[config.mk]
export PLATFORM = sky130hd
export DESIGN_NAME = uart_serial_link_flat
export DESIGN_NICKNAME = d
export VERILOG_FILES = /design/src/rtl/uart_pkg.sv /design/src/rtl/uart_serial_link_if.sv /design/src/rtl/uart_serial_rx.sv /design/src/rtl/uart_serial_tx.sv /design/src/rtl/uart_serial_link.sv /design/src/flat_wrapper.sv
export SDC_FILE = /design/constraint.sdc
export NUM_CORES = 1
export LEC_CHECK = 0
export CAP_MARGIN = 10
export CORE_ASPECT_RATIO = 1.25
export CORE_MARGIN = 2
export CORE_UTILIZATION = 45
export CTS_CLUSTER_DIAMETER = 150
export DETAILED_ROUTE_END_ITERATION = 10
export PLACE_DENSITY_LB_ADDON = 0.15
export SETUP_SLACK_MARGIN = 0.05
export SLEW_MARGIN = 10
export SYNTH_ARGS = -nofsm -noshare
export SYNTH_HDL_FRONTEND = slang
export SYNTH_SLANG_ARGS = --single-unit
[constraint.sdc]
create_clock -name clk -period 2.1 [get_ports clk]
set_input_delay 0.21 -clock clk [delete_from_list [all_inputs] [get_ports clk]]
set_output_delay 0.21 -clock clk [all_outputs]
set_load 0.03 [all_outputs]
[src/rtl/uart_pkg.sv]
// Shared definitions for the uart_serial_link transceiver.
//   tx_state_t / rx_state_t : FSM encodings. IDLE is zero, so "state != 0" means busy.
//   LINE_IDLE / START_BIT / STOP_BIT : serial line levels.
//   idx_width()   : width of a bit index over a BIT_LEN-bit word (at least 1).
//   even_parity() : XOR of all data bits (words up to 32 bits).
// Optional feature macro: UART_PARITY_EN (the PARITY states are used only when it is defined).
package uart_pkg;

  typedef enum logic [2:0] {
    TX_IDLE   = 3'd0,
    TX_START  = 3'd1,
    TX_DATA   = 3'd2,
    TX_PARITY = 3'd3,
    TX_STOP   = 3'd4
  } tx_state_t;

  typedef enum logic [1:0] {
    RX_IDLE   = 2'd0,
    RX_DATA   = 2'd1,
    RX_PARITY = 2'd2,
    RX_STOP   = 2'd3
  } rx_state_t;

  localparam logic LINE_IDLE = 1'b1;
  localparam logic START_BIT = 1'b0;
  localparam logic STOP_BIT  = 1'b1;

  function automatic int idx_width(input int n);
    idx_width = (n > 1) ? $clog2(n) : 1;
  endfunction

  function automatic logic even_parity(input logic [31:0] word);
    even_parity = ^word;
  endfunction

endpackage

[src/rtl/uart_serial_link_if.sv]
// Parallel-side interface of one uart_serial_link endpoint.
//   tx_start, tx_data_in       : send request and word (user -> link)
//   rx_data_out, rx_out_vaild  : last good received word and its valid flag (link -> user)
//   tx_state, tx_send_idx      : transmitter FSM state and current data-bit index (status)
//   rx_state, rx_fetch_idx     : receiver FSM state and current data-bit index (status)
// Modports: master = user side, slave = the transceiver.
interface uart_serial_link_if #(parameter int BIT_LEN = 7);
  localparam int IDX_W = uart_pkg::idx_width(BIT_LEN);

  logic                 tx_start;
  logic [BIT_LEN-1:0]   tx_data_in;
  logic [BIT_LEN-1:0]   rx_data_out;
  logic                 rx_out_vaild;
  uart_pkg::tx_state_t  tx_state;
  logic [IDX_W-1:0]     tx_send_idx;
  uart_pkg::rx_state_t  rx_state;
  logic [IDX_W-1:0]     rx_fetch_idx;

  modport master (
    output tx_start, tx_data_in,
    input  rx_data_out, rx_out_vaild, tx_state, tx_send_idx, rx_state, rx_fetch_idx
  );

  modport slave (
    input  tx_start, tx_data_in,
    output rx_data_out, rx_out_vaild, tx_state, tx_send_idx, rx_state, rx_fetch_idx
  );
endinterface

[src/rtl/uart_serial_rx.sv]
// Serial-to-parallel receiver, one sample per clock (link partners share the clock).
//   clk, rst   : clock, asynchronous active-high reset
//   line_in    : serial input
//   data_out   : last correctly received word (unchanged by bad frames)
//   is_valid   : high from a good stop bit until the next start bit or reset
//   state      : FSM state (IDLE = 0)
//   fetch_idx  : index of the data bit being sampled
// With UART_PARITY_EN an even-parity bit precedes the stop bit and must match.
module uart_serial_rx import uart_pkg::*; #(
  parameter int BIT_LEN = 7
) (
  input  logic                              clk,
  input  logic                              rst,
  input  logic                              line_in,
  output logic [BIT_LEN-1:0]                data_out,
  output logic                              is_valid,
  output rx_state_t                         state,
  output logic [idx_width(BIT_LEN)-1:0]     fetch_idx
);
  localparam int IDX_W = idx_width(BIT_LEN);
  localparam logic [IDX_W-1:0] LAST_IDX = IDX_W'(BIT_LEN - 1);
  localparam logic [IDX_W-1:0] IDX_ONE  = IDX_W'(1);

  rx_state_t          state_r, state_s;
  logic [IDX_W-1:0]   fetch_idx_r, fetch_idx_s;
  logic [BIT_LEN-1:0] word_r, word_s;
  logic [BIT_LEN-1:0] data_out_r, data_out_s;
  logic               valid_r, valid_s;
  logic               frame_ok_s;
`ifdef UART_PARITY_EN
  logic               par_ok_r, par_ok_s;
`endif

  // A frame is accepted only if the stop bit is high (and parity matched when enabled).
  always_comb begin
`ifdef UART_PARITY_EN
    frame_ok_s = (line_in == STOP_BIT) && par_ok_r;
`else
    frame_ok_s = (line_in == STOP_BIT);
`endif
  end

  // Next-state logic for the receive FSM.
  always_comb begin
    state_s     = state_r;
    fetch_idx_s = fetch_idx_r;
    word_s      = word_r;
    data_out_s  = data_out_r;
    valid_s     = valid_r;
`ifdef UART_PARITY_EN
    par_ok_s    = par_ok_r;
`endif
    case (state_r)
      RX_IDLE: begin
        if (line_in == START_BIT) begin
          state_s     = RX_DATA;
          fetch_idx_s = {IDX_W{1'b0}};
          valid_s     = 1'b0;
        end else begin
          state_s = RX_IDLE;
        end
      end
      RX_DATA: begin
        word_s[fetch_idx_r] = line_in;
        if (fetch_idx_r == LAST_IDX) begin
`ifdef UART_PARITY_EN
          state_s = RX_PARITY;
`else
          state_s = RX_STOP;
`endif
        end else begin
          fetch_idx_s = fetch_idx_r + IDX_ONE;
        end
      end
`ifdef UART_PARITY_EN
      RX_PARITY: begin
        // word_r is complete here: the last data bit was stored on the previous edge.
        par_ok_s = (line_in == even_parity(32'(word_r)));
        state_s  = RX_STOP;
      end
`endif
      RX_STOP: begin
        state_s = RX_IDLE;
        if (frame_ok_s) begin
          data_out_s = word_r;
          valid_s    = 1'b1;
        end else begin
          valid_s = 1'b0;
        end
      end
      default: begin
        state_s = RX_IDLE;
      end
    endcase
  end

  // State registers; reset discards any partially assembled word.
  always_ff @(posedge clk or posedge rst) begin
    if (rst) begin
      state_r     <= RX_IDLE;
      fetch_idx_r <= {IDX_W{1'b0}};
      word_r      <= {BIT_LEN{1'b0}};
      data_out_r  <= {BIT_LEN{1'b0}};
      valid_r     <= 1'b0;
`ifdef UART_PARITY_EN
      par_ok_r    <= 1'b0;
`endif
    end else begin
      state_r     <= state_s;
      fetch_idx_r <= fetch_idx_s;
      word_r      <= word_s;
      data_out_r  <= data_out_s;
      valid_r     <= valid_s;
`ifdef UART_PARITY_EN
      par_ok_r    <= par_ok_s;
`endif
    end
  end

  assign data_out  = data_out_r;
  assign is_valid  = valid_r;
  assign state     = state_r;
  assign fetch_idx = fetch_idx_r;

endmodule

[src/rtl/uart_serial_tx.sv]
// Parallel-to-serial transmitter, one bit per clock.
//   clk, rst  : clock, asynchronous active-high reset
//   start     : send request, sampled only in IDLE
//   data_in   : word latched on the accepted request
//   line_out  : registered serial output, idle high
//   state     : FSM state (IDLE = 0)
//   send_idx  : index of the data bit currently on the line
// Frame: start, BIT_LEN data bits LSB first, [even parity if UART_PARITY_EN], stop.
module uart_serial_tx import uart_pkg::*; #(
  parameter int BIT_LEN = 7
) (
  input  logic                              clk,
  input  logic                              rst,
  input  logic                              start,
  input  logic [BIT_LEN-1:0]                data_in,
  output logic                              line_out,
  output tx_state_t                         state,
  output logic [idx_width(BIT_LEN)-1:0]     send_idx
);
  localparam int IDX_W = idx_width(BIT_LEN);
  localparam logic [IDX_W-1:0] LAST_IDX = IDX_W'(BIT_LEN - 1);
  localparam logic [IDX_W-1:0] IDX_ONE  = IDX_W'(1);

  tx_state_t          state_r, state_s;
  logic [IDX_W-1:0]   send_idx_r, send_idx_s;
  logic [BIT_LEN-1:0] shift_r, shift_s;
  logic               line_r, line_s;
`ifdef UART_PARITY_EN
  logic               par_r, par_s;
`endif

  // Next-state logic; the line value is computed together with the state it belongs to,
  // so the registered line always matches the registered state.
  always_comb begin
    state_s    = state_r;
    send_idx_s = send_idx_r;
    shift_s    = shift_r;
    line_s     = line_r;
`ifdef UART_PARITY_EN
    par_s      = par_r;
`endif
    case (state_r)
      TX_IDLE: begin
        if (start) begin
          state_s = TX_START;
          shift_s = data_in;
          line_s  = START_BIT;
`ifdef UART_PARITY_EN
          par_s   = even_parity(32'(data_in));
`endif
        end else begin
          line_s = LINE_IDLE;
        end
      end
      TX_START: begin
        state_s    = TX_DATA;
        send_idx_s = {IDX_W{1'b0}};
        line_s     = shift_r[0];
        shift_s    = shift_r >> 1'b1;
      end
      TX_DATA: begin
        if (send_idx_r == LAST_IDX) begin
`ifdef UART_PARITY_EN
          state_s = TX_PARITY;
          line_s  = par_r;
`else
          state_s = TX_STOP;
          line_s  = STOP_BIT;
`endif
        end else begin
          send_idx_s = send_idx_r + IDX_ONE;
          line_s     = shift_r[0];
          shift_s    = shift_r >> 1'b1;
        end
      end
`ifdef UART_PARITY_EN
      TX_PARITY: begin
        state_s = TX_STOP;
        line_s  = STOP_BIT;
      end
`endif
      TX_STOP: begin
        state_s = TX_IDLE;
        line_s  = LINE_IDLE;
      end
      default: begin
        state_s = TX_IDLE;
        line_s  = LINE_IDLE;
      end
    endcase
  end

  // State registers; reset drops the frame and returns the line high at once.
  always_ff @(posedge clk or posedge rst) begin
    if (rst) begin
      state_r    <= TX_IDLE;
      send_idx_r <= {IDX_W{1'b0}};
      shift_r    <= {BIT_LEN{1'b0}};
      line_r     <= LINE_IDLE;
`ifdef UART_PARITY_EN
      par_r      <= 1'b0;
`endif
    end else begin
      state_r    <= state_s;
      send_idx_r <= send_idx_s;
      shift_r    <= shift_s;
      line_r     <= line_s;
`ifdef UART_PARITY_EN
      par_r      <= par_s;
`endif
    end
  end

  assign line_out = line_r;
  assign state    = state_r;
  assign send_idx = send_idx_r;

endmodule

[src/rtl/uart_serial_link.sv]
// Full-duplex UART endpoint: one transmitter and one receiver on a shared clock,
// one bit per clock, no baud divider. Two instances are cross-connected to form a link.
//   clk, rst        : clock, asynchronous active-high reset
//   link (slave)    : tx_start/tx_data_in in, rx_data_out/rx_out_vaild out, FSM status out
//   tx_channel_out  : registered serial output, idle high
//   rx_channel_in   : serial input
// Optional feature macro: UART_PARITY_EN (even parity bit between data and stop).
module uart_serial_link import uart_pkg::*; #(
  parameter int BIT_LEN = 7
) (
  input  logic                 clk,
  input  logic                 rst,
  uart_serial_link_if.slave    link,
  output logic                 tx_channel_out,
  input  logic                 rx_channel_in
);

  uart_serial_tx #(.BIT_LEN(BIT_LEN)) tx (
    .clk      (clk),
    .rst      (rst),
    .start    (link.tx_start),
    .data_in  (link.tx_data_in),
    .line_out (tx_channel_out),
    .state    (link.tx_state),
    .send_idx (link.tx_send_idx)
  );

  uart_serial_rx #(.BIT_LEN(BIT_LEN)) rx (
    .clk       (clk),
    .rst       (rst),
    .line_in   (rx_channel_in),
    .data_out  (link.rx_data_out),
    .is_valid  (link.rx_out_vaild),
    .state     (link.rx_state),
    .fetch_idx (link.rx_fetch_idx)
  );

endmodule

[src/flat_wrapper.sv]
// flat-port wrapper written by rule: the top's interface ports become plain ports
module uart_serial_link_flat import uart_pkg::*;
#(
  parameter int BIT_LEN = 7
)
  (clk, rst, tx_channel_out, rx_channel_in, link_tx_start, link_tx_data_in, link_rx_data_out, link_rx_out_vaild, link_tx_state, link_tx_send_idx, link_rx_state, link_rx_fetch_idx);
  uart_serial_link_if #(.BIT_LEN(BIT_LEN)) link_i ();
  input  logic clk;
  input  logic rst;
  output logic tx_channel_out;
  input  logic rx_channel_in;
  input wire logic [$bits(link_i.tx_start)-1:0] link_tx_start;
  input wire logic [$bits(link_i.tx_data_in)-1:0] link_tx_data_in;
  output wire logic [$bits(link_i.rx_data_out)-1:0] link_rx_data_out;
  output wire logic [$bits(link_i.rx_out_vaild)-1:0] link_rx_out_vaild;
  output wire logic [$bits(link_i.tx_state)-1:0] link_tx_state;
  output wire logic [$bits(link_i.tx_send_idx)-1:0] link_tx_send_idx;
  output wire logic [$bits(link_i.rx_state)-1:0] link_rx_state;
  output wire logic [$bits(link_i.rx_fetch_idx)-1:0] link_rx_fetch_idx;
  assign link_i.tx_start = link_tx_start;
  assign link_i.tx_data_in = link_tx_data_in;
  assign link_rx_data_out = link_i.rx_data_out;
  assign link_rx_out_vaild = link_i.rx_out_vaild;
  assign link_tx_state = link_i.tx_state;
  assign link_tx_send_idx = link_i.tx_send_idx;
  assign link_rx_state = link_i.rx_state;
  assign link_rx_fetch_idx = link_i.rx_fetch_idx;
  uart_serial_link #(.BIT_LEN(BIT_LEN)) u_core (.clk(clk), .rst(rst), .link(link_i), .tx_channel_out(tx_channel_out), .rx_channel_in(rx_channel_in));
endmodule
Word-level counts from Yosys, hierarchy flattened:

Index checks and enable logic that the tools add are counted.

* add/sub/neg operators: 2
* order comparisons: 2
* eq/ne operators: 12
* mux-type cells: 23
* reduce and logical (&&, ||, !) cells: 13

Operator list (count)
* 7-bit case mux with 3 select lines: 1
* 3-bit two-way mux: 5
* 7-bit two-way mux: 2
* 2-bit != test (second input constant): 6
* 3-bit case mux with 2 select lines: 2
* 3-bit case mux with 3 select lines: 1
* 2-bit AND reduction: 4
* 7-bit bitwise mux: 1
* 3-bit by 1-bit adder with 3-bit output (second input constant): 2
* 3-bit == test (second input constant): 2
* 1-bit two-way mux: 6
* 3-bit AND reduction: 2
* 2-bit nonzero test: 3
* 3-bit by 4-bit < comparator with 1-bit output (second input constant): 1
* 2-bit case mux with 2 select lines: 1
* 1-bit demux with 3-bit select: 1
* 3-bit by 1-bit == test with 1-bit output (second input constant): 1
* 3-bit by 2-bit == test with 1-bit output (second input constant): 1
* 3-bit by 1-bit >= comparator with 1-bit output (second input constant): 1
* 3-bit logical NOT: 1
* 1-bit case mux with 3 select lines: 1
* 3-bit nonzero test: 1
* 2-bit by 1-bit == test with 1-bit output (second input constant): 1
* 2-bit == test (second input constant): 1
* 4 further kinds: 4

* register bits after elaboration: 34
* output and inout port bits: 20

Logic depth before layout (Yosys ltp):

* depth in word-level cells: 5
* depth in mapped cells: 7
* gate-level depth less buffers: 6

Cells and area by module:

A second synthesis with hierarchy kept.

* cell total of the unflattened synthesis: 136
* area, all modules: 1651.6 µm²

Modules (own cells, without submodules)
* uart_serial_rx: times used 1, cells an instance 71, area an instance 897.1 µm², sequential area each 500.5 µm²
* uart_serial_tx: times used 1, cells an instance 65, area an instance 754.5 µm², sequential area each 351.6 µm²

Worst setup path after synthesis:

Ideal clock, no wire load.

* kind: register to register
* from: register u_core.tx.send_idx_r[0], in the netlist u_core.tx.send_idx[0]
* to: register u_core.tx.shift_r[5]
* arrival: 1.652 ns
* required time: 1.972 ns
* slack: 0.321 ns
* cell stages (with the launch flop): 8
* path buffers: 1
* clock period less this slack: 1.779 ns
* cell sequence: dfrtp_1 > inv_1 > ha_1 > nand2_1 > nand3b_1 > a21o_1 > buf_2 > mux2_1

* word-level cells in the longest chain between the ends: 3

RTL lines
* from (decl): RTL line uart_serial_tx.sv:25 `logic [IDX_W-1:0] send_idx_r, send_idx_s;`
* from (signal assigned): RTL line uart_serial_tx.sv:97 `send_idx_r <= {IDX_W{1'b0}};`
* from (signal assigned): RTL line uart_serial_tx.sv:105 `send_idx_r <= send_idx_s;`
* 3-bit == test: RTL line uart_serial_tx.sv:62 `if (send_idx_r == LAST_IDX) begin`
* 2-bit != test (no source line)
* 3-bit AND reduction (no source line)
* to (signal assigned): RTL line uart_serial_tx.sv:98 `shift_r <= {BIT_LEN{1'b0}};`
* to (signal assigned): RTL line uart_serial_tx.sv:106 `shift_r <= shift_s;`
* to (decl): RTL line uart_serial_tx.sv:26 `logic [BIT_LEN-1:0] shift_r, shift_s;`

No other way between the ends.
A chain may end at the register's enable or synchronous reset.

Worst setup path in the final report:

* from: register u_core.tx.state_r[1], in the netlist u_core.tx.state[1]
* to: output link_tx_state[1]

RTL lines
* from (decl): RTL line uart_serial_tx.sv:24 `tx_state_t state_r, state_s;`
* from (signal assigned): RTL line uart_serial_tx.sv:104 `state_r <= state_s;`
* to (decl): RTL line flat_wrapper.sv:16 `output wire logic [$bits(link_i.tx_state)-1:0] link_tx_state;`

No word-level cell between the ends.

==> impl_metrics.json <==
{
  "antenna_found_initial": 0,
  "drt_first_pass_iters": 4,
  "cts_setup_buffers": 0,
  "gp_congestion": 0.7863,
  "worstRegToRegCells": 3,
  "crit_buf_inv": 1,
  "setup_viol": 0,
  "fmax_ghz": 0.5536,
  "row_count": 24,
  "crit_required_ns": 1.89,
  "p_per_area_nw_per_um2": 1740,
  "grtUsageTotal_pct": 15.31,
  "synth_sequential_area_ratio_pct": 53.29,
  "post-place-cells": 200,
  "vias": 1136,
  "ys_ff_latch": 34,
  "max-cap-violations": 0,
  "cts_resized": 0,
  "syn_area_sq_um": 1599,
  "drtAntennaViolNets": 0,
  "wire_per_inst_microns": 14.05,
  "slew_violations": 0,
  "vias_per_cell": 5.462,
  "peakVddDrop_uv": 997.2,
  "die_w_microns": 57.32,
  "overflow": 0,
  "io_buffers": 30,
  "crit_fanout": 12,
  "syn_nets": 150,
  "syn2layout_area_growth_pct": 26.53,
  "hold_viol": 0,
  "crit_path_start_kind": "register",
  "clock-skew-final_ns": 0.005300,
  "hold_buffers": 0,
  "pin_count": 31,
  "cts_sinks": 34,
  "synthCells": 135,
  "remaining_drc_errors": 0,
  "die_h_microns": 70.65,
  "cts_tree": "done",
  "p_leak_nw": 0.8969,
  "synthDistinctLibCells": 35,
  "nets": 183,
  "cp.arrival_ns": 1.60,
  "cp_slowest_cell": "clkdlybuf4s50_1",
  "htree_levels": 2,
  "cp_top_family": "buffers and inverters",
  "grt_pass1_wl_microns": 4747,
  "ys_warn_count": 0,
  "rr_endpoint": "u_core.tx.shift_r[3]$_DFFE_PP0P_",
  "r2r-start": "u_core.tx.state[0]$_DFFE_PP0P_",
  "drive_gt1_share_pct": 23.67,
  "tns_ns": 0,
  "drt_iter0_drc": 34,
  "diodes": 0,
  "synth_area_per_cell_sq_um": 11.84,
  "layout_min_cycle_time_ns": 1.806,
  "clock_latency_ns": 0.28,
  "relSlewSlack_pct": 68.41,
  "start_util_pct": 46.30,
  "reg2reg_slack_ns": 0.37,
  "cts_buffer_depth": 2,
  "worstHoldPathType": "input port to asynchronous set/reset pin",
  "grt_start_max_net_pins": 35,
  "holdWs_ns": 0.3250,
  "period_share_pct": 86.02,
  "cts_buffers": 5,
  "worstMarginPinSlew_ns": 0.4716,
  "end_kind": "output pin",
  "grt_pass1_vias": 1134,
  "critPathKind": "register to output pin",
  "dp_hpwl_microns": 2020,
  "final_cells": 208,
  "critPathMaxStageDelay_ns": 0.75,
  "core_area_sq_um": 3453,
  "rsz0062_at_grt": "no",
  "worstPathCellList": "clkdlybuf4s50_1",
  "cts_root_buffer": "clkbuf_8",
  "clkTransAtPathRegs_ns": 0.07,
  "status": "finished clean",
  "dieArea_sq_um": 4049,
  "wirelength_microns": 2923
}
[logic make-up (layout without fill, tap and decap cells)]
family	after synthesis	in the layout	share of synthesized area, %
DFF	34	34	53.29
and+or+nand+nor	34	34	11.03
muxes	27	27	19.09
AOI/OAI and AO/OA	21	21	8.060
buffers and inverters	13	47	3.834
adders and majority gates	4	4	3.130
xor gates and xnor gates	2	2	1.565
[where the power goes]
| part | switching [mW] | internal [mW] | total, mW |
|---|---|---|---|
| registers | 0.305 | 0.980 | 1.29 |
| clock network | 0.230 | 0.263 | 0.493 |
| logic | 0.861 | 0.880 | 1.74 |
| total | 1.40 | 2.12 | 3.52 |
[per-stage QoR]
step	setup slack [ns]	utilization, %	cell area, sq um	power, mW
finish	0.2935	58.59	2023	3.520
global route	0.2339	58.59	2023	3.764
CTS	0.2756	58.59	2023	3.562
detailed placement	0.3763	55.83	1928	3.048
global placement	0.4160	55.83	1928	2.988
floorplan	0.3206	-	1599	2.516
[placed cells by master, fill, tap and decap left out, types with 2 or more instances in the layout]
cell type,synthesis,final
clkbuf_8,0,6
mux2_2,23,23
mux2i_1,2,2
ha_1,4,4
nor2_1,10,10
nor3_1,3,3
a21oi_1,6,6
inv_1,6,6
buf_4,3,2
a21o_1,2,2
nand3_1,4,4
nand2_1,8,8
clkdlybuf4s50_1,0,30
a22o_1,3,3
o21ai_0,6,6
dfrtp_1,33,33
[flip-flops by register name, summed over array words and instances (netlist names)]
signal / cells
u_core.rx.data_out: 7
u_core.rx.word_r: 7
u_core.tx.shift_r: 7
u_core.rx.fetch_idx: 3
u_core.tx.send_idx: 3
u_core.tx.state: 3
u_core.rx.state: 2
u_core.rx.is_valid: 1
u_core.tx.line_out: 1
[metal layers]
layer  vias up  wire length (microns)  track usage (%)  share of wire (%)
li1        534                      -                -                  -
met1       564                   1242            17.07                 42
met3         6                    138            5.667                4.7
met2        32                   1500            25.93                 51
met5         -                      0                0                  0
met4         0                     40            6.718                1.4
[how the worst max path moves through the flow]
stage | startpoint | end | slack (ns) | cells past startpoint
finish | u_core.tx.state[1]$_DFFE_PP0P_ | link_tx_state[1] | 0.29 | 1
global placement | u_core.tx.send_idx[0]$_DFFE_PP0P_ | u_core.tx.shift_r[2]$_DFFE_PP0P_ | 0.42 | 6
detailed placement | u_core.tx.state[0]$_DFFE_PP0P_ | u_core.tx.shift_r[3]$_DFFE_PP0P_ | 0.38 | 3
floorplan | u_core.tx.send_idx[0]$_DFFE_PP0P_ | u_core.tx.shift_r[5]$_DFFE_PP0P_ | 0.32 | 7
global route | u_core.rx.fetch_idx[2]$_DFFE_PP0P_ | link_rx_fetch_idx[2] | 0.23 | 1
CTS | u_core.tx.state[1]$_DFFE_PP0P_ | link_tx_state[1] | 0.28 | 1
[synthesized netlist by cell type]
cell type  number  area [sq um]
inv_1           6         22.52
nor4_1          1         6.260
a21oi_1         6         30.03
mux2_4          1         15.01
dfstp_2         1         26.28
nand2_1         8         30.03
nand3_1         4         20.02
nor2_1         10         37.54
nor3b_1         1         7.510
dfrtp_1        33         825.8
nor3_1          3         15.01
nand2b_4        1         13.76
o21bai_1        1         7.510
xnor2_2         1         16.27
a31oi_1         1         6.260
a22o_1          3         26.28
or2_2           1         6.260
nand3b_1        1         7.510
o21ai_0         6         30.03
or4_4           1         11.26
nor4b_1         1         8.760
o22ai_1         1         6.260
buf_2           1         5.000
xor2_1          1         8.760
mux2_1          1         11.26
a21o_1          2         15.01
mux2i_1         2         20.02
nand4_1         1         6.260
buf_4           3         22.52
ha_1            4         50.05
clkbuf_1        2         7.510
inv_2           1         3.750
a211oi_1        1         7.510
nand2b_1        1         6.260
mux2_2         23         259.0
[cell type report]
| class | count | area [sq um] |
|---|---|---|
| clock buffers | 6 | 82.58 |
| clock inverters | 2 | 12.51 |
| fillers | 295 | 1430 |
| inverters | 7 | 26.28 |
| multi-input cells | 88 | 685.7 |
| flip-flops and latches | 34 | 852.1 |
| well taps | 39 | 48.80 |
| repair buffers | 32 | 315.3 |
Power figures use the tool's default switching activity.
